## src/rtl/seg7_scan_driver.sv

```systemverilog
// rtl/seg7_scan_driver.sv - time-multiplexed 8-digit seven-segment scan driver
module seg7_scan_driver #(
  parameter int SCAN_DIV = 100000,
  parameter int GUARD    = 4
) (
  input  logic        clk,
  input  logic        rst,
  input  logic [31:0] SW,
  input  logic [7:0]  blank_mask,
  input  logic [7:0]  dp_mask,
  input  logic        freeze,
  output logic [6:0]  Cnode,
  output logic        dp,
  output logic [7:0]  AN,
  output logic        frame_done
);

  localparam int PW = (SCAN_DIV < 2) ? 1 : $clog2(SCAN_DIV);
  localparam int GW = (GUARD < 1) ? 1 : $clog2(GUARD + 1);
  localparam logic [PW-1:0] PRE_LAST = PW'(SCAN_DIV - 1);
  localparam logic [GW-1:0] GUARD_L  = GW'(GUARD);

  logic [PW-1:0] pre;
  logic [2:0]    idx;
  logic [GW-1:0] gc;
  logic [31:0]   snap;

  logic          tick;
  logic          frame_end;
  logic [2:0]    idx_n;
  logic [GW-1:0] gc_n;
  logic [31:0]   snap_n;
  logic [3:0]    nib_n;
  logic [7:0]    an_n;

  function automatic logic [6:0] hex_seg(input logic [3:0] v);
    case (v)
      4'h0: hex_seg = 7'h40;
      4'h1: hex_seg = 7'h79;
      4'h2: hex_seg = 7'h24;
      4'h3: hex_seg = 7'h30;
      4'h4: hex_seg = 7'h19;
      4'h5: hex_seg = 7'h12;
      4'h6: hex_seg = 7'h02;
      4'h7: hex_seg = 7'h78;
      4'h8: hex_seg = 7'h00;
      4'h9: hex_seg = 7'h10;
      4'hA: hex_seg = 7'h08;
      4'hB: hex_seg = 7'h03;
      4'hC: hex_seg = 7'h46;
      4'hD: hex_seg = 7'h21;
      4'hE: hex_seg = 7'h06;
      default: hex_seg = 7'h0E;
    endcase
  endfunction

  // Next-state values; outputs are derived from these so they reflect the post-update digit and guard.
  always_comb begin
    tick      = (pre == PRE_LAST);
    frame_end = tick && (idx == 3'd7);
    idx_n     = tick ? idx + 3'd1 : idx;
    if (tick)
      gc_n = GUARD_L;
    else if (gc != '0)
      gc_n = gc - GW'(1);
    else
      gc_n = '0;
    snap_n = (frame_end && !freeze) ? SW : snap;
    nib_n  = snap_n[{idx_n, 2'b00} +: 4];
    if (gc_n != '0 || blank_mask[idx_n])
      an_n = 8'hFF;
    else
      an_n = ~(8'h01 << idx_n);
  end

  // Scan state and registered pin outputs.
  always_ff @(posedge clk) begin
    if (rst) begin
      pre        <= '0;
      idx        <= '0;
      gc         <= GUARD_L;
      snap       <= '0;
      AN         <= 8'hFF;
      Cnode      <= 7'h7F;
      dp         <= 1'b1;
      frame_done <= 1'b0;
    end else begin
      pre        <= tick ? '0 : pre + PW'(1);
      idx        <= idx_n;
      gc         <= gc_n;
      snap       <= snap_n;
      AN         <= an_n;
      Cnode      <= hex_seg(nib_n);
      dp         <= ~dp_mask[idx_n];
      frame_done <= frame_end;
    end
  end

endmodule

```

## config.mk

```make
export PLATFORM = sky130hd
export DESIGN_NAME = seg7_scan_driver
export DESIGN_NICKNAME = d
export VERILOG_FILES = /design/src/rtl/seg7_scan_driver.sv
export SDC_FILE = /design/constraint.sdc
export NUM_CORES = 1
export LEC_CHECK = 0
export ABC_CLOCK_PERIOD_IN_PS = 3300
export CAP_MARGIN = 5
export CORE_MARGIN = 8
export CORE_UTILIZATION = 48
export DETAILED_ROUTE_END_ITERATION = 8
export PLACE_DENSITY = 0.77
export SLEW_MARGIN = 25
export SYNTH_ARGS = -nofsm -noshare
export SYNTH_HDL_FRONTEND = slang
export SYNTH_SLANG_ARGS = --single-unit
```

## constraint.sdc

```tcl
create_clock -name clk -period 3.3 [get_ports clk]
set_input_delay 0.495 -clock clk [delete_from_list [all_inputs] [get_ports clk]]
set_output_delay 0.495 -clock clk [all_outputs]
set_load 0.02 [all_outputs]
```

==> flow_summary_export.csv <==
group,metric,value,unit
outcome,outcome,"completed",
cts,cts.sinks,72,
global_route,antenna_found_initial,0,
timing,slew_headroom,52.6,%
detailed_routing,via_per_inst,5.47,
synthesis,synth_top_area_share,38.0,%
pwr,p_total,1.74,mW
synthesis,ys_types,65,
pwr,p_per_area,339,nW/um^2
placement,dpl.hpwl,8.21,mm
global_route,grt_pass1_vias,3600,
critical_path,crit_end,"Cnode[6]$_SDFF_PP1_",
finish,area_delta_synth_final,35.5,%
detailed_routing,first_pass_iters,4,
synthesis,syn_nets,507,
global_route,grt_remaining_overflow,0,
global_route,grt_use_total,20.4,%
critical_path,critPathCaptureType,"register",
placement,portBuffers,67,
timing,hold_viol_final,0,
critical_path,r2r_slack,0.02,ns
global_route,grt_pass1_wl,18.4,mm
synthesis,ys_ff_latch,72,
critical_path,critPathKind,"reg -> reg",
finish,antenna_cells,0,
die,dieArea,11000,sq um
timing,setup-violations-final,0,
finish,final_cell_mix,"77 x nand2_1, 70 x dfxtp_1, 67 x clkdlybuf4s50_1, 50 x buf_4, 41 x nor2_1",
min_path,worstHoldPathType,"reg -> reg",
timing,max_freq,305,MHz
detailed_routing,ant_nets,0,
timing,tightestPinTransition,0.711,ns
cts,clockBufferDepth,2,
die,initial_core_util,49.3,%
critical_path,worstPathArrival,3.52,ns
synthesis,syn_avg_cell_area,8.52,sq um
critical_path,start_kind,"register",
cts,worst_skew_pair.late_latency,0.35,ns
run,max_cap_violations,0,
finish,layout_commonest_cell,"nand2_1",
die,io_pins,68,
finish,nNetsFinal,611,
synthesis,syn-cell-area,3790,sq um
die,chipWidth,105,microns
finish,drive_above_1_share,19.5,%
timing,fin_skew,0.0121,ns
detailed_routing,routed_wl,11.0,mm
synthesis,syn_inst,445,
die,core_region_area,7690,sq um
cts,cts_tree,"done",
timing,fin_crit_sh,99.4,%
placement,post_dp_cell_area,4890,sq um
critical_path,reg2reg_depth,14,
cts,cts_root_buf,"clkbuf_8",
cts,clkTransAtPathRegs,0.08,ns
detailed_routing,drtIter0Drc,198,
pwr,cellLeakagePower,2.06,nW
detailed_routing,drc_errors,0,
synthesis,synth_edf_count,0,
synthesis,ys_seq_area_share,38.0,%
synthesis,async_reset_ff_share,0,%
critical_path,crit_fanout,4,
placement,place.gp.congestion,0.913,
synthesis,yosysWarnings,0,
timing,min_period,3.28,ns
finish,postLayoutCellArea,5140,sq um
cts,htree_levels,3,
critical_path,startpoint,"pre[1]$_SDFF_PP0_",
die,placementRows,32,
detailed_routing,wire_per_inst,16.8,microns
critical_path,reg2reg_to,"Cnode[6]$_SDFF_PP1_",
synthesis,synth_area_leaders,"dfxtp_1 38%, nand2_1 7.6%, mux2i_1 5.8%",
cts,numCtsBuffers,9,
die,dieHeight,105,microns
global_route,grt_max_degree,50,
synthesis,synth_area_leader_cell,"dfxtp_1",
pwr,ir_worst_vdd,0.181,mV
critical_path,r2r-start,"pre[1]$_SDFF_PP0_",
critical_path,worstPathRequired,3.54,ns
synthesis,synth-main-ff-cell,"dfxtp_1",
timing,drv_slew,0,
finish,fill_cells,651,
timing,rsz0062_at_grt,"true",
detailed_routing,vias,3591,
metal layers:
layer | global-route usage (%) | vias to the layer above | share of wire (%)
met5 | 0 | - | 0
met4 | 7.85 | 0 | 1.4
met3 | 4.42 | 12 | 6.5
met2 | 32.9 | 138 | 47
met1 | 26.1 | 1675 | 45
li1 | - | 1766 | -
area by class of cell:
cell class	instances	area, sq um	area share, %
multi-input combinational	336	2250	43.8
timing repair buffer	119	1080	21.0
clock inverter	5	56.3	1.10
inverter	11	41.3	0.804
tap	102	128	2.48
sequential	72	1440	28.1
clock buffer	11	141	2.75
logic make-up after synthesis:
logic type	Yosys count	share of synthesized area [%]
muxes	34	10.1
buffers and inverters	37	4.22
and+or+nand+nor	183	24.1
DFF	72	38.0
AOI/OAI and AO/OA	95	17.0
adders and majority gates	11	3.63
xor gates and xnor gates	13	3.00
metrics by stage:
| stage | TNS [ns] | hold slack, ns | util [%] | std cells | worst slack (ns) |
|---|---|---|---|---|---|
| 2_1_floorplan | 0 | 0.420 | - | 445 | 0.00503 |
| 3_5_place_dp | -0.204 | 0.436 | 63.6 | 638 | -0.0619 |
| 3_3_place_gp | 0 | 0.427 | 63.6 | 638 | 0.0191 |
| 6_report | 0 | 0.467 | 66.8 | 656 | 0.0203 |
| 5_1_grt | -0.245 | 0.491 | 66.8 | 656 | -0.0855 |
| 4_1_cts | 0 | 0.446 | 66.3 | 654 | 0.00506 |
sequential cells by signal (all words and copies together) (netlist names):
register	count
AN	8
Cnode	7
dp	1
frame_done	1
gc	3
idx	3
pre	17
snap	32
power breakdown:
group | internal [mW] | switching (mW) | leakage (nW) | total [mW]
Clock | 0.369 | 0.337 | 0.0993 | 0.706
Combinational | 0.0847 | 0.0597 | 1.38 | 0.144
Sequential | 0.883 | 0.00903 | 0.585 | 0.892
Total | 1.34 | 0.406 | 2.06 | 1.74
critical path, cell delays in order (launching register included):
cell and delay [ns]:
dfxtp_2 0.36, ha_4 0.15, nand3_4 0.09, buf_6 0.14, nor4_4 0.34, nand3_2 0.16
mux2i_2 0.26, o22ai_1 0.12, or4b_4 0.56, o21ai_4 0.08, inv_2 0.05, ha_2 0.17
buf_4 0.14, mux2_4 0.26, a221o_1 0.29
cells in the mapped netlist (3+ instances only):
cell       n
nor2_1    41
nand2b_1   5
and2_1     3
a21oi_1   37
nand4_1    6
xnor2_1    5
o31ai_1    4
nand2_1   77
o22ai_1    4
dfxtp_1   72
nor3_1     5
mux2i_1   22
nand3_1   15
or3_1      5
mux2_2     7
buf_1      4
nor2b_1    6
a211oi_1   4
o221ai_1   4
o21ai_0   11
xor2_1     8
mux2_4     4
buf_4      3
a31oi_1    4
inv_1     11
clkbuf_1  16
ha_1      11
a211o_1    3
worst min-delay path by stage:
stage                              startpoint             endpoint  cells after the start
after floorplan             pre[0]$_SDFF_PP0_    pre[0]$_SDFF_PP0_                      1
after global placement      pre[0]$_SDFF_PP0_    pre[0]$_SDFF_PP0_                      1
after detailed placement    pre[0]$_SDFF_PP0_    pre[0]$_SDFF_PP0_                      1
after CTS                   pre[0]$_SDFF_PP0_    pre[0]$_SDFF_PP0_                      1
after global routing      snap[10]$_SDFF_PP0_  snap[10]$_SDFF_PP0_                      2
final                      snap[0]$_SDFF_PP0_   snap[0]$_SDFF_PP0_                      2
what timing repair did:
action,in CTS,in global routing
gates resized for setup,1,9
hold endpoints to repair,0,0
pin swaps,0,4
setup buffers,0,2
setup endpoints to repair,5,6
hold buffers,0,0
Power figures use the tool's default switching activity.
